==> src/rtl/video_pattern_gen.sv <==
// Raster test source: VGA-style sync/blank timing plus 8-bit luma patterns
// (h-ramp, v-ramp, checker, flat frame count) with optional LFSR impulse noise.
//
// Ports:
//   clk, rst        pixel clock, asynchronous active-high reset
//   i_en            run request; a frame in progress always completes
//   i_mode          0 h-ramp, 1 v-ramp, 2 checker, 3 flat frame count
//   i_noise_en      salt-and-pepper injection enable
//   o_HSYNC/o_VSYNC sync outputs, asserted level given by SYNC_POL
//   o_BLANK         1 during active video
//   o_Y0            luma, forced to 0 outside active video
//   o_frame_start   one-clock pulse aligned with pixel (0,0)
module video_pattern_gen #(
    parameter int H_ACTIVE = 640,
    parameter int H_FP     = 16,
    parameter int H_SYNC   = 96,
    parameter int H_BP     = 48,
    parameter int V_ACTIVE = 480,
    parameter int V_FP     = 10,
    parameter int V_SYNC   = 2,
    parameter int V_BP     = 33,
    parameter int SYNC_POL = 0
) (
    input  logic       clk,
    input  logic       rst,
    input  logic       i_en,
    input  logic [1:0] i_mode,
    input  logic       i_noise_en,
    output logic       o_HSYNC,
    output logic       o_VSYNC,
    output logic       o_BLANK,
    output logic [7:0] o_Y0,
    output logic       o_frame_start
);

    localparam int H_TOTAL = H_ACTIVE + H_FP + H_SYNC + H_BP;
    localparam int V_TOTAL = V_ACTIVE + V_FP + V_SYNC + V_BP;
    localparam int HW = $clog2(H_TOTAL);
    localparam int VW = $clog2(V_TOTAL);

    localparam logic [0:0] S_IDLE = 1'b0;
    localparam logic [0:0] S_RUN  = 1'b1;

    localparam logic SYNC_ON = (SYNC_POL != 0);

    logic [0:0]    state;
    logic [HW-1:0] h;
    logic [VW-1:0] v;
    logic [1:0]    mode_q;
    logic          noise_q;
    logic [7:0]    frame_cnt;
    logic [15:0]   lfsr;

    logic [31:0] hx;
    logic [31:0] vx;
    logic        running;
    logic        h_last;
    logic        v_last;
    logic        active;
    logic        hs_on;
    logic        vs_on;
    logic        at_origin;
    logic        lfsr_fb;
    logic [7:0]  pat;
    logic [7:0]  pix;

    always_comb begin
        hx        = 32'(h);
        vx        = 32'(v);
        running   = (state == S_RUN);
        h_last    = (hx == H_TOTAL - 1);
        v_last    = (vx == V_TOTAL - 1);
        active    = (hx < H_ACTIVE) && (vx < V_ACTIVE);
        hs_on     = (hx >= H_ACTIVE + H_FP) &&
                    (hx < H_ACTIVE + H_FP + H_SYNC);
        vs_on     = (vx >= V_ACTIVE + V_FP) &&
                    (vx < V_ACTIVE + V_FP + V_SYNC);
        at_origin = (h == '0) && (v == '0);
        // x^16 + x^14 + x^13 + x^11 + 1, shifting toward the MSB
        lfsr_fb   = lfsr[15] ^ lfsr[13] ^ lfsr[12] ^ lfsr[10];

        pat = 8'h00;
        unique case (mode_q)
            2'd0: pat = hx[7:0];
            2'd1: pat = vx[7:0];
            2'd2: pat = (hx[5] ^ vx[5]) ? 8'hFF : 8'h00;
            2'd3: pat = frame_cnt;
        endcase

        // Impulses use the LFSR value before this pixel's step.
        pix = pat;
        if (noise_q) begin
            if (lfsr[7:0] == 8'h00) begin
                pix = 8'hFF;
            end else if (lfsr[7:0] == 8'hFF) begin
                pix = 8'h00;
            end
        end
    end

    always_ff @(posedge clk or posedge rst) begin
        if (rst) begin
            state         <= S_IDLE;
            h             <= '0;
            v             <= '0;
            mode_q        <= 2'd0;
            noise_q       <= 1'b0;
            frame_cnt     <= 8'd0;
            lfsr          <= 16'hACE1;
            o_HSYNC       <= ~SYNC_ON;
            o_VSYNC       <= ~SYNC_ON;
            o_BLANK       <= 1'b0;
            o_Y0          <= 8'h00;
            o_frame_start <= 1'b0;
        end else begin
            // Outputs describe this cycle's position: uniform 1-clock latency.
            o_HSYNC       <= (running && hs_on) ? SYNC_ON : ~SYNC_ON;
            o_VSYNC       <= (running && vs_on) ? SYNC_ON : ~SYNC_ON;
            o_BLANK       <= running && active;
            o_Y0          <= (running && active) ? pix : 8'h00;
            o_frame_start <= running && at_origin;

            unique case (state)
                S_IDLE: begin
                    if (i_en) begin
                        state   <= S_RUN;
                        mode_q  <= i_mode;
                        noise_q <= i_noise_en;
                    end
                end
                S_RUN: begin
                    if (noise_q && active) begin
                        lfsr <= {lfsr[14:0], lfsr_fb};
                    end
                    if (h_last) begin
                        h <= '0;
                        if (v_last) begin
                            v         <= '0;
                            frame_cnt <= frame_cnt + 8'd1;
                            // Frame boundary: the only place the run may stop
                            // or pick up new pattern settings.
                            if (i_en) begin
                                mode_q  <= i_mode;
                                noise_q <= i_noise_en;
                            end else begin
                                state <= S_IDLE;
                            end
                        end else begin
                            v <= v + VW'(1);
                        end
                    end else begin
                        h <= h + HW'(1);
                    end
                end
            endcase
        end
    end

endmodule

==> config.mk <==
export PLATFORM = sky130hd
export DESIGN_NAME = video_pattern_gen
export DESIGN_NICKNAME = d
export VERILOG_FILES = /design/src/rtl/video_pattern_gen.sv
export SDC_FILE = /design/constraint.sdc
export NUM_CORES = 1
export LEC_CHECK = 0
export CAP_MARGIN = 10
export CELL_PAD_IN_SITES_DETAIL_PLACEMENT = 1
export CELL_PAD_IN_SITES_GLOBAL_PLACEMENT = 1
export CORE_UTILIZATION = 40
export DETAILED_ROUTE_END_ITERATION = 10
export DONT_BUFFER_PORTS = 1
export GPL_ROUTABILITY_DRIVEN = 0
export GPL_TIMING_DRIVEN = 1
export HOLD_SLACK_MARGIN = 0.12
export PLACE_DENSITY = 0.75
export RECOVER_POWER = 25
export SLEW_MARGIN = 0
export SYNTH_ARGS = -nofsm -noshare
export SYNTH_HDL_FRONTEND = slang
export SYNTH_SLANG_ARGS = --single-unit
==> constraint.sdc <==
create_clock -name clk -period 2 [get_ports clk]
set_clock_uncertainty 0.2 [all_clocks]
set_input_delay 0.5 -clock clk [delete_from_list [all_inputs] [get_ports clk]]
set_output_delay 0.5 -clock clk [all_outputs]
set_load 0.02 [all_outputs]
==> impl_metrics.yaml <==
outcome:
  status: "complete, no violations"
synthesis:
  ys_seq_area_share_pct: 49.0
  ys_async_sr_fraction_pct: 100
  netlist_instances: 283
  ys_warn_count: 0
  muxShareOfSynthArea_pct: 6.81
  synth_compound_area_share_pct: 9.77
  ys_top_cells_by_count: "dfrtp_1 (50), nand2_1 (22), nand3_1 (19)"
  synth_top_family_by_area: "simple AND/OR/NAND/NOR gates"
  syn_nets: 294
  syn_area_mm2: 0.00309
  syn_area_per_cell_um2: 10.9
  synth.distinct_cells: 52
  synth_top_area_cell: "dfrtp_1"
  synth-adder-area-share_pct: 2.03
  synth_area_leaders: "dfrtp_1 (41%), dfstp_2 (8.5%), mux2_2 (5.8%), nand3_1 (3.1%), xnor2_1 (2.8%)"
  yosysTopAreaCellShare_pct: 40.5
  synth_edf_count: 0
  yosys.area_share.xor_xnor_pct: 5.67
  synth_ff_type: "dfrtp_1"
  yosys_register_bits: 60
  synth.most_common_cell: "dfrtp_1"
  synth-simple-area-share_pct: 22.7
worst_setup_path:
  rrSetupSlack_ns: 0.08
  cp_slowest_cell: "dfrtp_1"
  r2r_cells: 5
  startpoint: "h[6]$_DFFE_PP0P_"
  path_max_fanout: 5
  path_delay_family: "simple AND/OR/NAND/NOR gates"
  worstSetupEndpointType: "register"
  critPathLaunchType: "register"
  path_buf_inv: 1
  worstPathArrival_ns: 1.99
  cp_cell_sequence: "nor4b_4 > nand4_2 > buf_4 > nor4_4 > xor2_1"
  critPathMaxStageDelay_ns: 0.41
  r2r_end: "frame_cnt[5]$_DFFE_PP0P_"
  worstSetupPathType: "register to register"
  timing.rr.start: "h[6]$_DFFE_PP0P_"
  cp.required_ns: 2.07
route:
  drtIter0Drc: 124
  route.layer.met1.wl_um: 3520
  drc: 0
  dr_wl_met2_um: 3980
  routed_wl_um: 7850
  wl_met3_um: 223
  vias: 2296
  via_per_inst: 5.42
  dr.pass1.iters: 4
  routedWlPerCell_um: 18.5
  highest_layer: "met4"
  postRouteAntennaNets: 0
power_and_ir_drop:
  leakagePower_uw: 0.00170
  peakVddDrop_mv: 0.337
  powerDensity_mw_per_mm2: 895
  total_power_uw: 3310
grt:
  overflow: 0
  grt_max_degree: 61
  globalRouteTotalUtil_pct: 20.6
  grt_pass1_vias: 2457
  antenna_found_initial: 0
  grt_pass1_wl_um: 12900
sta:
  finalHoldViolCount: 0
  period_share_pct: 96.2
  grt_setup_unrepaired: "true"
  setup_viol: 0
  max_freq_mhz: 520
  whs_ns: 0.230
  relSlewSlack_pct: 45.6
  drv_slew: 0
  tns_ns: 0
  worst_slew_pin_slew_ns: 0.817
  layout_min_cycle_time_ns: 1.92
floorplan:
  die_w_um: 89.8
  die_area_mm2: 0.00807
  coreArea_mm2: 0.00737
  start_util_pct: 41.9
  die_h_um: 89.8
  rows: 31
  boundaryPins: 18
final_layout:
  finalNonFillerCells: 424
  syn2layout_area_growth_pct: 19.9
  nFillCells: 819
  postLayoutCellArea_mm2: 0.00370
  n_antenna_cell: 0
  nNetsFinal: 331
  drive_gt1_share_pct: 32.6
cts:
  cts_buffers: 9
  clock_sinks: 60
  tritoncts: "yes"
  clock_path_buffers: 2
  clk_latency_ns: 0.35
  ctsRootBufferMaster: "clkbuf_8"
  htreeDepth: 3
  clkTransAtPathRegs_ns: 0.07
worst_hold_path:
  hold_path_end: "noise_q$_DFFE_PP0P_"
  hold_start: "i_en"
  hold_path.class: "input port to register"
  whs_path_depth: 3
placement:
  portBuffers: 0
  placed_area_mm2: 0.00336
  dp_cells: 395
  dp_hpwl_um: 5310
run:
  maxCapViolCount: 0
[report_power, final]
group | internal [uW] | switching (uW) | total [uW]
registers | 1340 | 167 | 1510
logic | 336 | 396 | 733
clock network | 567 | 506 | 1070
[cells by family after synthesis]
group                    Yosys count
multiplexers                      19
flip-flops                        60
AND/OR/NAND/NOR                  109
AO/OA/AOI/OAI                     46
XOR/XNOR                          20
adder cells (fa/ha/maj)            5
buffers and inverters             24
[cells in the final DEF, fill, tap and decap left out, types with 5 or more instances in the layout]
master	n
and3_1	7
buf_4	33
dfrtp_1	48
dlygate4sd3_1	5
o21ai_0	14
clkbuf_8	9
a31o_2	5
nand3_1	19
nand4_1	9
mux2_2	16
dfstp_2	10
xor2_1	10
a31oi_1	5
o211ai_1	5
nand2_1	22
nor2b_1	8
nor2_1	6
xnor2_1	10
a21o_1	6
or3_1	6
inv_1	6
[cell type report]
type	count	area [um2]	share of cell area [%]
multi-input cells	199	1490	40.2
well taps	99	124	3.35
inverters	8	33.8	0.913
clock buffers	9	124	3.35
clock inverters	7	67.6	1.83
repair buffers	42	348	9.40
flip-flops and latches	60	1520	41.0
[what timing repair did]
action                                 CTS  global route
resized for setup                        2            12
setup endpoints to repair                2            14
endpoints found under the hold margin   54             0
setup buffers                            4             4
gates cloned                             0             0
pin swaps                                3             3
hold buffers                             5             0
[worst max-delay path by stage]
stage / depth (start not counted) / endpoint
2_1_floorplan: 6 / frame_cnt[1]$_DFFE_PP0P_
3_3_place_gp: 5 / frame_cnt[5]$_DFFE_PP0P_
3_5_place_dp: 5 / frame_cnt[5]$_DFFE_PP0P_
4_1_cts: 5 / frame_cnt[5]$_DFFE_PP0P_
5_1_grt: 7 / frame_cnt[5]$_DFFE_PP0P_
6_report: 5 / frame_cnt[5]$_DFFE_PP0P_
[per-layer routing]
| layer | global-route usage [%] | vias to the layer above |
|---|---|---|
| li1 | - | 1095 |
| met1 | 25.5 | 1161 |
| met2 | 35.2 | 29 |
| met3 | 4.74 | 11 |
| met4 | 7.24 | 0 |
| met5 | 0 | - |
[flip-flops by register name, summed over array words and instances, names as in the netlist]
name / count
v: 10
o_frame_start: 1
running: 1
noise_q: 1
frame_cnt: 8
o_Y0: 8
lfsr: 16
o_VSYNC: 1
o_HSYNC: 1
mode_q: 2
o_BLANK: 1
h: 10
[worst min-delay path, cell delays in order]
cell and delay (ns):
nand2b_1 0.09, nand2_1 0.09, o22ai_1 0.06
[through the flow]
step,utilization [%],setup slack (ns)
6_report,50.2,0.0766
5_1_grt,50.2,-0.0164
4_1_cts,49.4,0.00942
3_5_place_dp,45.7,-0.0256
3_3_place_gp,45.7,0.0869
2_1_floorplan,-,0.116
Power figures use the tool's default switching activity.
